`src/rtl/alu_sequencer_pkg.sv`:
```
// Shared encodings for the ALU issuing sequencer: op codes, FSM states and
// the attached ALU's pipeline latencies.
package alu_sequencer_pkg;

  typedef enum logic [1:0] {
    OP_ADD = 2'd0,
    OP_SUB = 2'd1,
    OP_MUL = 2'd2,
    OP_RSV = 2'd3
  } op_t;

  typedef enum logic [2:0] {
    ST_IDLE    = 3'd0,
    ST_EXEC    = 3'd1,
    ST_SETTLE  = 3'd2,
    ST_CAPTURE = 3'd3,
    ST_RESP    = 3'd4
  } state_t;

  // Edges from operand change to a valid result, and to a valid zero flag.
  localparam int ALU_RES_LAT = 1;
  localparam int ALU_Z_LAT   = 2;

endpackage

```
`src/rtl/alu_sequencer.sv`:
```
// Issues one op at a time to a registered ALU, waits out its result and
// zero-flag latency, then presents the result on a valid/ready response port.
module alu_sequencer
  import alu_sequencer_pkg::*;
#(
  parameter int N     = 8,
  parameter int CNT_W = 16
) (
  input  logic             clk,
  input  logic             rst,
  input  logic             req_valid,
  output logic             req_ready,
  input  logic [1:0]       req_op,
  input  logic [N-1:0]     req_a,
  input  logic [N-1:0]     req_b,
  output logic [N-1:0]     alu_in1,
  output logic [N-1:0]     alu_in2,
  output logic [1:0]       alu_op,
  input  logic [N-1:0]     alu_out,
  input  logic [N-1:0]     alu_z,
  output logic             rsp_valid,
  input  logic             rsp_ready,
  output logic [N-1:0]     rsp_data,
  output logic             rsp_zero,
  output logic             rsp_err,
  output logic [CNT_W-1:0] ops_done
);

  state_t state, state_nxt;

  logic accept;
  logic reserved;

  assign reserved = (req_op == OP_RSV);
  assign accept   = (state == ST_IDLE) && req_valid;

  always_ff @(posedge clk or posedge rst) begin
    if (rst) state <= ST_IDLE;
    else     state <= state_nxt;
  end

  // NOTE: every output of this block gets a default before the case so no
  // path leaves a signal unassigned and no latch is inferred.
  always_comb begin
    state_nxt = state;
    req_ready = 1'b0;
    rsp_valid = 1'b0;
    unique case (state)
      ST_IDLE: begin
        req_ready = 1'b1;
        if (req_valid) state_nxt = reserved ? ST_RESP : ST_EXEC;
      end
      ST_EXEC:    state_nxt = ST_SETTLE;
      ST_SETTLE:  state_nxt = ST_CAPTURE;
      ST_CAPTURE: state_nxt = ST_RESP;
      ST_RESP: begin
        rsp_valid = 1'b1;
        if (rsp_ready) state_nxt = ST_IDLE;
      end
      default: state_nxt = ST_IDLE;
    endcase
  end

  // Operands stay on the ALU between requests so its output never wanders;
  // the zero flag is sampled only at CAPTURE, once its extra lag has elapsed.
  always_ff @(posedge clk or posedge rst) begin
    if (rst) begin
      alu_in1  <= '0;
      alu_in2  <= '0;
      alu_op   <= OP_ADD;
      rsp_data <= '0;
      rsp_zero <= 1'b0;
      rsp_err  <= 1'b0;
      ops_done <= '0;
    end else begin
      if (accept && !reserved) begin
        alu_in1 <= req_a;
        alu_in2 <= req_b;
        alu_op  <= req_op;
      end
      if (accept && reserved) begin
        rsp_data <= '0;
        rsp_zero <= 1'b0;
        rsp_err  <= 1'b1;
      end
      if (state == ST_CAPTURE) begin
        rsp_data <= alu_out;
        rsp_zero <= alu_z[0];
        rsp_err  <= 1'b0;
      end
      if (state == ST_RESP && rsp_ready) ops_done <= ops_done + 1'b1;
    end
  end

endmodule

```
`config.mk`:
```
export PLATFORM = sky130hd
export DESIGN_NAME = alu_sequencer
export DESIGN_NICKNAME = d
export VERILOG_FILES = /design/src/rtl/alu_sequencer_pkg.sv /design/src/rtl/alu_sequencer.sv
export SDC_FILE = /design/constraint.sdc
export NUM_CORES = 1
export LEC_CHECK = 0
export BUFFER_PORTS_ARGS = -buffer_cell sky130_fd_sc_hd__buf_2
export CAP_MARGIN = 20
export CORE_UTILIZATION = 40
export CTS_CLUSTER_SIZE = 40
export DETAILED_ROUTE_END_ITERATION = 6
export PLACE_DENSITY_LB_ADDON = 0.15
export SLEW_MARGIN = 20
export SYNTH_ARGS = -nofsm -noshare
export SYNTH_HDL_FRONTEND = slang
export SYNTH_SLANG_ARGS = --single-unit
```
`constraint.sdc`:
```
create_clock -name clk -period 3 [get_ports clk]
set_input_delay 0.15 -clock clk [delete_from_list [all_inputs] [get_ports clk]]
set_output_delay 0.15 -clock clk [all_outputs]
set_load 0.01 [all_outputs]
```
[Word level (Yosys, flattened, before mapping)]
Index checks and enable logic that the tools add are counted.
Widths: inputs -> output; s select.
Storage, ports and cells
  register bits: 47
  output and inout bits: 46
  word-level logic and storage cells: 36
Cells by class
  $add $sub $neg: 1
  equality and inequality tests: 7
  muxes and demuxes: 12
  reductions and logical operators: 8
Operators by type and width (number)
  $add 16x1->16 const B: 1
  $mux 8: 2
  $pmux 3 s5: 1
  $mux 3: 3
  $eq 3x2->1 const B: 2
  $mux 1: 6
  $logic_and 1x1->1: 4
  $ne 2x2->1 const B: 2
  $eq 3x1->1 const B: 1
  $eq 3x3->1 const B: 1
  $logic_not 3->1: 1
  $eq 2x2->1 const B: 1
  $reduce_and 2->1: 1
  $reduce_bool 2->1: 1
  $logic_not 1->1: 1

[Longest topological paths before layout]
Gate-level depths: netlist of the first run.
  word-level depth: 5
  gate-level depth with buffers: 5

[Worst setup path after synthesis of the first run]
No wires, ideal clock.
  path kind: flip-flop to flip-flop
  from: register state[2]
  to: register alu_in1[2]
  setup time: 0.125 ns
  arrival time: 1.653 ns
  slack: 1.222 ns
  cell stages (with the launch flop): 5
  path through: dfrtp_1 nor3_1 nand3_2 buf_2 mux2_2
Between the ends
  cells in the longest elaborated chain, start to end: 3
Ends and longest elaborated chain
  start, declared: line alu_sequencer.sv:29  | state_t state, state_nxt;
  start signal, assigned: line alu_sequencer.sv:39  | else state <= state_nxt;
  $logic_not 3->1: line alu_sequencer.sv:35  | assign accept = (state == ST_IDLE) && req_valid;
  $logic_and 1x1->1: line alu_sequencer.sv:35
  $logic_and 1x1->1: line alu_sequencer.sv:76  | if (accept && !reserved) begin
  end signal, assigned: line alu_sequencer.sv:77  | alu_in1 <= req_a;
  end, declared: line alu_sequencer.sv:16  | output logic [N-1:0] alu_in1,
Every way passes these cells.
A chain may end at the register's enable or synchronous reset.

[Worst setup path after layout of the first run]
  from: register state[2]
  to: register alu_in1[6]
Same word-level chain as after synthesis.

==> insert_results.sql, run 1 <==
INSERT INTO impl_metrics (metric_group, metric, value, unit) VALUES
('outcome', 'run_status', 'finished, violations left', ''),
('outcome', 'failed_checks', 'DRC, hold timing', ''),
('drt', 'avgRoutedWirePerCell', '14.4', 'microns'),
('critical_path', 'worstPathRequired', '3.18', 'ns'),
('min_path', 'worst_hold_path_type', 'in -> async', ''),
('timing', 'layout_min_cycle_time', '1.91', 'ns'),
('critical_path', 'start_kind', 'flop', ''),
('drt', 'drt_pass_1_iters', '7', ''),
('layout', 'insertedDiodeCount', '0', ''),
('layout', 'final_nets', '259', ''),
('timing', 'final_max_slew_viol_count', '0', ''),
('clock_tree', 'clock_latency_of_the_later_clocked_register_in_the_worst_skew_pair', '0.29', 'ns'),
('clock_tree', 'clk_path_buf_depth', '2', ''),
('flow_run', 'max_cap_viol_count', '0', ''),
('synth', 'post_synth.cell_area_avg', '13.6', 'sq um'),
('floorplanning', 'die_height', '70.8', 'microns'),
('critical_path', 'ff2ff_setup_slack', '1.09', 'ns'),
('global_route', 'grt_start_max_net_pins', '48', ''),
('layout', 'final_design_area_no_fill', '2420', 'sq um'),
('place', 'globalplace.congestion', '0.707', ''),
('floorplanning', 'die_span_in_x', '70.8', 'microns'),
('clock_tree', 'postCtsSetupBuffers', '0', ''),
('drt', 'detailroute.wirelength.met2', '1920', 'microns'),
('timing', 'grt_setup_unrepaired', 'no', ''),
('drt', 'highest_layer', 'met4', ''),
('synth', 'yosys_warnings', '0', ''),
('floorplanning', 'placementRows', '24', ''),
('synth', 'synthesis.area', '1890', 'sq um'),
('drt', 'route.antenna.remaining_nets', '0', ''),
('synth', 'synth_seq_cells', '47', ''),
('critical_path', 'worst-endpoint-arrival', '2.09', 'ns'),
('timing', 'fmax', '524', 'MHz'),
('drt', 'drt_drc_violations_left', '8', ''),
('global_route', 'via_count_of_the_first_global_routing_pass', '1415', ''),
('floorplanning', 'floorplan.core_area', '4440', 'sq um'),
('timing', 'timing_hold_violations_final', '47', ''),
('place', 'placed_instance_area', '2330', 'sq um'),
('critical_path', 'timing.rr.start', 'state[2]', ''),
('synth', 'post_synth_main_area_contributors', 'dfrtp_1 62%, mux2_2 10%, a22o_1 4.2%, xnor2_1 3.7%, xor2_1 3.7%', ''),
('place', 'hpwlAfterDp', '2830', 'microns'),
('synth', 'netlist-cell-type-count', '26', ''),
('timing', 'fin_setup_tns', '0', 'ns'),
('timing', 'maxSlewHeadroom', '48.1', '%'),
('timing', 'fin_worst_hold_slack', '-0.0301', 'ns'),
('global_route', 'wire_length_of_the_first_global_routing_pass', '6620', 'microns'),
('layout', 'most-common-layout-cells', '76 x buf_2, 47 x dfrtp_1, 17 x mux2_2', ''),
('layout', 'area_growth_syn_to_layout', '27.8', '%'),
('clock_tree', 'cts.hold.buffers_added', '0', ''),
('synth', 'syn-instance-count', '139', ''),
('layout', 'post_route_cells_drive_above_1_share', '48.2', '%'),
('drt', 'drt-met1-wl', '1670', 'microns'),
('power', 'power-per-cell-area', '875', 'nW/um^2'),
('critical_path', 'rr_endpoint', 'alu_in1[6]', ''),
('drt', 'routed_wl', '3910', 'microns'),
('clock_tree', 'tritoncts', 'built', ''),
('clock_tree', 'cts_inserted_buffers', '5', ''),
('global_route', 'grt_antenna_before_repair', '0', ''),
('critical_path', 'worst_case_reg_to_reg_path_depth', '3', ''),
('timing', 'setup_clock_skew_after_layout', '0.00554', 'ns'),
('timing', 'max_slew.worst_pin.slew', '0.777', 'ns'),
('drt', 'met3WireLength', '283', 'microns'),
('synth', 'synth_nets', '178', ''),
('timing', 'final.period_utilization', '63.7', '%'),
('synth', 'synth-seq-area-share', '62.1', '%'),
('synth', 'synth_top_cell_area_share', '62.1', '%'),
('clock_tree', 'cts.sinks', '47', ''),
('critical_path', 'cp-end-kind', 'flop', ''),
('clock_tree', 'cts_htree_levels', '2', ''),
('critical_path', 'timing_worst_setup_path_type', 'reg -> reg', ''),
('timing', 'setup_viol', '0', ''),
('critical_path', 'crit_path_max_fanout', '16', '');
[cells in the mapped netlist]
cell type and n:
a21oi_1 1, xnor2_1 8, nand2_1 8, or3b_4 1
o22a_1 2, dfrtp_1 47, nor4_4 1, buf_2 1
xor2_1 8, clkbuf_1 1, nor4_2 1, inv_1 3
ha_1 1, and4bb_2 1, nand3_2 1, and3_1 3
nand4_1 6, mux2_2 17, a22o_1 9, nand3_1 4
a21o_1 1, or4b_1 1, nor3_1 4, a41oi_1 1
nor2_1 7, o21ai_0 1
[registers in the layout, summed over array words and instances (netlist names)]
signal    flops
alu_in1       8
alu_in2       8
alu_op        2
ops_done     16
rsp_data      8
rsp_err       1
rsp_zero      1
state         3
[where the power goes]
group,internal (W),total (W),switching (W)
Clock,0.000181,0.000379,0.000198
Sequential,0.000854,0.00100,0.000148
Combinational,0.000376,0.000735,0.000358
[through the flow]
stage          util (%)  setup WS, ns  power, W  std cells
3_5_place_dp       52.4          1.11   0.00176        265
5_1_grt            54.4         0.939   0.00227        272
2_1_floorplan         -          1.22   0.00145        139
4_1_cts            54.4          1.09   0.00214        272
3_3_place_gp       52.4          1.21   0.00172        265
6_report           54.4          1.09   0.00212        272
[final cells by class]
type                       instances  area, sq um
fill                             393         2030
multi-input combinational         87          697
timing repair buffer              76          380
sequential                        47         1180
tap                               52         65.1
clock buffer                       6         82.6
clock inverter                     1         5.00
inverter                           3         12.5
[per-layer routing]
| layer | GRT usage [%] | vias up |
|---|---|---|
| met3 | 5.70 | 4 |
| met4 | 6.00 | 0 |
| li1 | - | 662 |
| met5 | 0 | - |
| met2 | 29.0 | 67 |
| met1 | 21.2 | 705 |
[worst max-delay path, cell delays in order, from the launching register on]
cell and delay, ns:
dfrtp_1 0.45, nor3_1 0.50, nand3_2 0.43, mux2_2 0.41
[logic make-up (layout without fill, tap and decap cells)]
kind of cell | after synthesis | count (layout) | synth area share [%]
XOR/XNOR | 16 | 16 | 7.40
AO/OA/AOI/OAI | 15 | 15 | 6.48
multiplexers | 17 | 17 | 10.1
AND/OR/NAND/NOR | 38 | 38 | 12.2
adder cells (fa/ha/maj) | 1 | 1 | 0.661
flip-flops | 47 | 47 | 62.1
buffers and inverters | 5 | 86 | 1.06
[worst max path at each step]
stage | startpoint | end | slack (ns)
4_1_cts | state[0] | alu_in1[6] | 1.09
3_3_place_gp | state[0] | alu_in2[0] | 1.21
6_report | state[2] | alu_in1[6] | 1.09
3_5_place_dp | state[0] | alu_in1[6] | 1.11
5_1_grt | state[0] | alu_in1[6] | 0.94
2_1_floorplan | state[2] | alu_in1[2] | 1.22
Note: power is estimated with default switching activity, not from simulation.
==> run 2, diff against run 1 <==
clock period = 1.55 ns   (was 3 ns; I/O delays follow)
==> run 2 against run 1 <==
Net effect:
- the flow finishes with violations (DRC, setup timing)
- die area unchanged
- worst setup slack worse by 1.2 ns
- clock skew increased by 0.0012 ns
- worst hold slack improved by 0.041 ns
- sequential power increased by 89%
- total power increased by 110%
- combinational power rose by 140%
- first-iteration DRC count down 30%
- critical path type unchanged
- largest cell class unchanged
==> insert_results.sql, run 2 (synthesized netlist as in run 1, its figures left out) <==
INSERT INTO impl_metrics (metric_group, metric, value, unit) VALUES
('timing', 'final.period_utilization', '104', '%'),
('clock_tree', 'tritoncts', 'built', ''),
('place', 'placed_instance_area', '2470', 'sq um'),
('place', 'portBuffers', '76', ''),
('power', 'p_leak', '1.43', 'nW'),
('timing', 'setup_viol', '9', ''),
('critical_path', 'start_kind', 'flop', ''),
('place', 'numPlacedInstances', '278', ''),
('layout', 'final_nets', '282', ''),
('drt', 'via_per_inst', '5.05', ''),
('global_route', 'via_count_of_the_first_global_routing_pass', '1554', ''),
('critical_path', 'timing.rr.start', 'state[0]', ''),
('floorplanning', 'io_pins', '84', ''),
('clock_tree', 'clock_tree.root_cell', 'clkbuf_8', ''),
('drt', 'route.antenna.remaining_nets', '0', ''),
('outcome', 'run_status', 'finished, violations left', ''),
('global_route', 'overall_fraction_of_global_route_tracks_in_use', '17.4', '%'),
('clock_tree', 'clock_latency_of_the_later_clocked_register_in_the_worst_skew_pair', '0.29', 'ns'),
('layout', 'layout_commonest_cell', 'buf_2', ''),
('place', 'hpwlAfterDp', '3010', 'microns'),
('clock_tree', 'cts_inserted_buffers', '5', ''),
('min_path', 'timing.hold.worst.start', 'req_a[1]', ''),
('critical_path', 'worstPathRequired', '1.77', 'ns'),
('min_path', 'worst_hold_path_type', 'in -> reg', ''),
('global_route', 'wire_length_of_the_first_global_routing_pass', '6830', 'microns'),
('timing', 'setup_ws', '-0.0641', 'ns'),
('layout', 'regMostFlops', 'ops_done', ''),
('floorplanning', 'floorplan.core_area', '4440', 'sq um'),
('drt', 'drt_pass_1_iters', '6', ''),
('power', 'max-vdd-ir-drop', '0.652', 'mV'),
('floorplanning', 'placementRows', '24', ''),
('critical_path', 'cp-end-kind', 'flop', ''),
('layout', 'post_route_cells_drive_above_1_share', '54.1', '%'),
('drt', 'avgRoutedWirePerCell', '14.1', 'microns'),
('layout', 'largest_reg_flops', '16', ''),
('timing', 'max_slew.worst_pin.slew', '0.511', 'ns'),
('critical_path', 'crit_path_max_fanout', '5', ''),
('global_route', 'grt_start_max_net_pins', '25', ''),
('place', 'globalplace.congestion', '0.706', ''),
('timing', 'fmax', '620', 'MHz'),
('global_route', 'groute.layer.met1.usage', '19.7', '%'),
('floorplanning', 'floorplan.initialDensity', '42.6', '%'),
('floorplanning', 'die_span_in_x', '70.8', 'microns'),
('timing', 'grt_setup_unrepaired', 'yes', ''),
('clock_tree', 'cts.sinks', '47', ''),
('critical_path', 'worst-endpoint-arrival', '1.84', 'ns'),
('layout', 'insertedDiodeCount', '0', ''),
('drt', 'via_count', '1496', ''),
('timing', 'maxSlewHeadroom', '65.9', '%'),
('clock_tree', 'cts_htree_levels', '2', ''),
('drt', 'routed_wl', '4170', 'microns'),
('global_route', 'grt_antenna_before_repair', '0', ''),
('power', 'power-per-cell-area', '1680', 'nW/um^2'),
('timing', 'setup_clock_skew_after_layout', '0.00674', 'ns'),
('timing', 'final_max_slew_viol_count', '0', ''),
('drt', 'drt_drc_violations_left', '16', ''),
('global_route', 'global_route.peak_usage_layer', 'met2', ''),
('flow_run', 'max_cap_viol_count', '0', ''),
('critical_path', 'ff2ff_setup_slack', '-0.06', 'ns'),
('timing', 'layout_min_cycle_time', '1.61', 'ns'),
('critical_path', 'worstSetupEndpoint', 'ops_done[7]', ''),
('timing', 'fin_setup_tns', '-0.346', 'ns'),
('global_route', 'grt-ovfl-total', '0', ''),
('global_route', 'met2_usage', '32.2', '%'),
('global_route', 'gr-usage-met3', '4.42', '%'),
('drt', 'detailedRoute.firstIterationViolations', '73', ''),
('layout', 'finish.cell_count_without_fillers', '296', ''),
('layout', 'most-common-layout-cells', '76 x buf_2, 47 x dfrtp_1, 17 x mux2_2', ''),
('critical_path', 'rr_endpoint', 'ops_done[7]', ''),
('critical_path', 'timing_worst_setup_path_type', 'reg -> reg', ''),
('critical_path', 'worstSetupStartpoint', 'state[0]', ''),
('clock_tree', 'clk_path_buf_depth', '2', ''),
('floorplanning', 'die_height', '70.8', 'microns'),
('outcome', 'failed_checks', 'DRC, setup timing', ''),
('timing', 'timing_hold_violations_final', '0', ''),
('floorplanning', 'floorplan.die_area', '5010', 'sq um'),
('critical_path', 'worst_case_reg_to_reg_path_depth', '4', ''),
('clock_tree', 'clkSlewWorstSetupHoldPaths', '0.08', 'ns'),
('layout', 'post-route-util', '60.8', '%'),
('timing', 'fin_worst_hold_slack', '0.0107', 'ns'),
('layout', 'final_design_area_no_fill', '2700', 'sq um'),
('layout', 'area_growth_syn_to_layout', '42.8', '%');
==> run 2: worst max-delay path, stage by stage (launching register included) <==
cell	delay (ns)
dfrtp_1	0.41
or3b_4	0.41
nor4_4	0.36
and3_1	0.21
xor2_1	0.14
==> run 2: how the worst min path moves through the flow <==
stage	to	slack [ns]	cells past startpoint
2_1_floorplan	state[2]	0.19	1
3_3_place_gp	alu_in2[5]	0.13	2
3_5_place_dp	alu_in2[5]	0.16	2
4_1_cts	alu_in1[1]	0.0005	2
5_1_grt	alu_in2[0]	0.002	2
6_report	alu_in1[1]	0.01	2
==> run 2: layout make-up <==
class | count | area [sq um]
tap | 52 | 65.1
timing repair buffer | 99 | 593
fill | 373 | 1740
inverter | 3 | 11.3
multi-input combinational | 87 | 741
clock buffer | 6 | 82.6
clock inverter | 2 | 35.0
sequential | 47 | 1180
==> run 2: per-stage QoR <==
step	setup slack, ns	total power, W
2_1_floorplan	-0.0785	0.00282
3_3_place_gp	-0.0794	0.00350
3_5_place_dp	-0.148	0.00359
4_1_cts	-0.0977	0.00456
5_1_grt	-0.159	0.00482
6_report	-0.0641	0.00454
==> run 2: where the power goes <==
group	total [W]	switching, W	internal [W]
sequential	0.00189	0.000239	0.00165
combinational	0.00174	0.000808	0.000933
clock	0.000911	0.000389	0.000522
==> run 2: timing repair <==
action | 4_1_cts | 5_1_grt
setup endpoints to repair | 16 | 25
cloned | 0 | 0
hold endpoints to repair | 23 | 5
hold buffers | 1 | 5
gates resized for setup | 3 | 5
setup buffers | 3 | 1
pin swaps | 10 | 5
==> run 2: metal layers <==
metal  up-vias  part of all wire, %
met2        48                   53
met3         7                  6.1
li1        703                    -
met5         -                    0
met1       738                   40
met4         0                  1.1
==> run 3, diff against run 2 <==
ABC_AREA = 1   (was not set)
==> run 3 against run 2 <==
Net effect:
- the flow now finishes without violations
- final cell count up 46%
- routed wire length up 10%
- worst hold slack worse by 0.0054 ns
- die area up 12%
- highest routed layer unchanged
- cell area up 8.2%
- synthesized cell count up 87%
- count of clock-buffer cells in the layout unchanged
- maximum frequency up 16%
==> insert_results.sql, run 3 <==
INSERT INTO impl_metrics (metric_group, metric, value, unit) VALUES
('clock_tree', 'clk_path_buf_depth', '2', ''),
('layout', 'largest_reg_flops', '16', ''),
('drt', 'via_per_inst', '4.51', ''),
('timing', 'maxSlewHeadroom', '72.6', '%'),
('global_route', 'overall_fraction_of_global_route_tracks_in_use', '17.7', '%'),
('synth', 'synthSimpleGateAreaFrac', '35.8', '%'),
('layout', 'finish.cell_count_without_fillers', '432', ''),
('layout', 'area_growth_syn_to_layout', '37.0', '%'),
('critical_path', 'timing_worst_setup_path_type', 'reg -> reg', ''),
('synth', 'synth-edff-count', '0', ''),
('clock_tree', 'cts_inserted_buffers', '5', ''),
('power', 'cell_internal_pwr', '0.00295', 'W'),
('layout', 'post_route_cells_drive_above_1_share', '27.1', '%'),
('place', 'portBuffers', '76', ''),
('clock_tree', 'postCtsSetupBuffers', '0', ''),
('critical_path', 'ff2ff_setup_slack', '0.16', 'ns'),
('synth', 'asr_flop_ratio_synth', '100', '%'),
('critical_path', 'crit_path_max_fanout', '6', ''),
('synth', 'post_synth.cell_area_avg', '8.21', 'sq um'),
('clock_tree', 'tritoncts', 'built', ''),
('synth', 'netlist-cell-type-count', '24', ''),
('drt', 'via_count', '1949', ''),
('power', 'power-per-cell-area', '1550', 'nW/um^2'),
('clock_tree', 'cts.sinks', '47', ''),
('critical_path', 'start_kind', 'flop', ''),
('power', 'netSwitchingFraction', '35.1', '%'),
('synth', 'synth.mux.area_fraction', '0', '%'),
('timing', 'max_slew.worst_pin.slew', '0.411', 'ns'),
('synth', 'synth_nets', '299', ''),
('drt', 'drt_pass_1_iters', '4', ''),
('critical_path', 'timing.rr.start', 'state[0]', ''),
('synth', 'synth_compound_gate_area_share', '1.29', '%'),
('synth', 'syn-instance-count', '260', ''),
('global_route', 'grt_antenna_before_repair', '0', ''),
('floorplanning', 'floorplan.core_area', '5110', 'sq um'),
('power', 'share_seq_of_total_power', '42.1', '%'),
('timing', 'final_max_slew_viol_count', '0', ''),
('layout', 'final_nets', '400', ''),
('power', 'p_leak', '1.64', 'nW'),
('synth', 'yosysMostFrequentCell', 'nand2_1', ''),
('synth', 'synth_seq_cells', '47', ''),
('place', 'hpwlAfterDp', '3220', 'microns'),
('power', 'clock_power_share', '22.8', '%'),
('min_path', 'timing.hold.worst.start', 'req_b[1]', ''),
('synth', 'synthesis.area', '2130', 'sq um'),
('outcome', 'run_status', 'finished, final reports clean', ''),
('synth', 'post_synth_main_area_contributors', 'dfrtp_1 55%, nand2_1 22%, nand3_1 4.9%, inv_1 3.0%, nor2_1 3.0%', ''),
('synth', 'ys_top_cells_by_count', '125 x nand2_1, 47 x dfrtp_1, 21 x nand3_1', ''),
('timing', 'setup_viol', '0', ''),
('place', 'globalplace.congestion', '0.771', ''),
('synth', 'synth-main-ff-cell', 'dfrtp_1', ''),
('drt', 'drt_drc_violations_left', '0', ''),
('drt', 'avgRoutedWirePerCell', '10.6', 'microns'),
('flow_run', 'max_cap_viol_count', '0', ''),
('synth', 'synth-seq-area-share', '55.1', '%'),
('floorplanning', 'floorplan.initialDensity', '41.8', '%'),
('timing', 'fin_setup_tns', '0', 'ns'),
('drt', 'routed_wl', '4590', 'microns'),
('synth', 'synth_largest_area_cell', 'dfrtp_1', ''),
('critical_path', 'worstPathRequired', '1.74', 'ns'),
('power', 'max-vdd-ir-drop', '0.899', 'mV'),
('global_route', 'grt_start_max_net_pins', '31', ''),
('timing', 'grt_setup_unrepaired', 'no', ''),
('global_route', 'wire_length_of_the_first_global_routing_pass', '7470', 'microns'),
('synth', 'synth_fa_ha_area_share', '0.586', '%'),
('synth', 'synth_top_family_by_area', 'simple AND/OR/NAND/NOR gates', ''),
('power', 'power.share.combinational', '35.0', '%'),
('synth', 'post_synth_xor_area_fraction', '2.46', '%'),
('clock_tree', 'clkSlewWorstSetupHoldPaths', '0.09', 'ns'),
('timing', 'layout_min_cycle_time', '1.39', 'ns'),
('critical_path', 'cp-end-kind', 'flop', ''),
('place', 'numPlacedInstances', '408', ''),
('clock_tree', 'cts.hold.buffers_added', '15', ''),
('layout', 'most-common-layout-cells', '125 x nand2_1, 76 x buf_2, 47 x dfrtp_1', ''),
('clock_tree', 'clock_tree.root_cell', 'clkbuf_8', ''),
('synth', 'yosys_warnings', '0', ''),
('floorplanning', 'die_height', '75.1', 'microns'),
('timing', 'final.period_utilization', '89.8', '%'),
('power', 'p_switching', '0.00159', 'W'),
('synth', 'synth_top_cell_area_share', '55.1', '%'),
('layout', 'layout_commonest_cell', 'nand2_1', ''),
('critical_path', 'worstSetupStartpoint', 'state[0]', ''),
('clock_tree', 'postCtsResizedCells', '0', ''),
('drt', 'route.antenna.remaining_nets', '0', ''),
('timing', 'fmax', '719', 'MHz'),
('power', 'totalPowerFinal', '0.00454', 'W'),
('floorplanning', 'placementRows', '26', ''),
('layout', 'insertedDiodeCount', '0', ''),
('critical_path', 'worst-endpoint-arrival', '1.59', 'ns'),
('timing', 'setup_clock_skew_after_layout', '0.00892', 'ns'),
('global_route', 'grt-ovfl-total', '0', ''),
('drt', 'detailedRoute.firstIterationViolations', '102', ''),
('timing', 'timing_hold_violations_final', '0', ''),
('clock_tree', 'cts_htree_levels', '2', ''),
('floorplanning', 'io_pins', '84', ''),
('global_route', 'via_count_of_the_first_global_routing_pass', '1748', ''),
('clock_tree', 'clock_latency_of_the_later_clocked_register_in_the_worst_skew_pair', '0.30', 'ns'),
('floorplanning', 'floorplan.die_area', '5630', 'sq um'),
('min_path', 'worst_hold_path_type', 'in -> reg', ''),
('layout', 'regMostFlops', 'ops_done', ''),
('floorplanning', 'die_span_in_x', '75.1', 'microns');
-- run 3: cell types whose count changed after synthesis, sizes merged, moves of 5 or more --
| cell | previous run | this run |
|---|---|---|
| nand2 | 8 | 127 |
| nand3b | 0 | 7 |
| mux2 | 17 | 0 |
| inv | 3 | 19 |
| a22o | 9 | 0 |
| nand4 | 6 | 1 |
| nand3 | 5 | 22 |
| xnor2 | 8 | 2 |
| nor2 | 7 | 19 |
-- run 3: worst paths after layout --
path	end	cells past startpoint
worst max-delay path	ops_done[3]	5
worst min-delay path	alu_in2[1]	3
worst max register to register	ops_done[3]	5
worst min register to register	rsp_zero	2
max in group asynchronous	ops_done[11]	4
min in group asynchronous	alu_in1[3]	3
-- run 3: cell type report --
class / count / area (sq um)
inverters: 20 / 75.1
repair buffers: 98 / 598
multi-input cells: 189 / 856
clock buffers: 6 / 72.6
fillers: 504 / 2180
flip-flops and latches: 47 / 1180
well taps: 70 / 87.6
clock inverters: 2 / 60.1
-- run 3: routing by layer --
| metal | share of wire, % | global-route usage (%) |
|---|---|---|
| met5 | 0 | 0 |
| met4 | 1.1 | 5.66 |
| met3 | 4.1 | 5.35 |
| met2 | 49 | 30.0 |
| met1 | 46 | 21.6 |
-- run 3: cell families after synthesis --
logic type,count (synthesis)
adder cells (fa/ha/maj),1
flip-flops,47
AND/OR/NAND/NOR,177
buffers and inverters,24
AO/OA/AOI/OAI,5
XOR/XNOR,6
-- run 3: power by group through the flow --
stage | registers (W) | clock network (W) | logic, W
global placement | 0.00192 | 0 | 0.00156
finish | 0.00191 | 0.00104 | 0.00159
detailed placement | 0.00193 | 0 | 0.00159
global route | 0.00198 | 0.00113 | 0.00180
floorplan | 0.00212 | 0 | 0.000758
CTS | 0.00192 | 0.00107 | 0.00162
-- run 3: per-stage QoR --
step	utilization (%)	cell area, sq um	hold WS (ns)	setup WS (ns)
after global placement	51.5	2630	0.0940	0.170
final	57.3	2930	0.00526	0.158
after detailed placement	51.5	2630	0.0939	0.159
after floorplan	-	2130	0.194	0.255
after global routing	57.3	2930	0.00591	0.0226
after CTS	57.1	2920	0.000587	0.145
-- run 3: worst max-delay path, stage by stage (launching register included) --
cell and delay [ns]:
dfrtp_1 0.41, nor2_1 0.24, nand3_2 0.20, inv_1 0.21, nand2_1 0.09, xor2_1 0.14
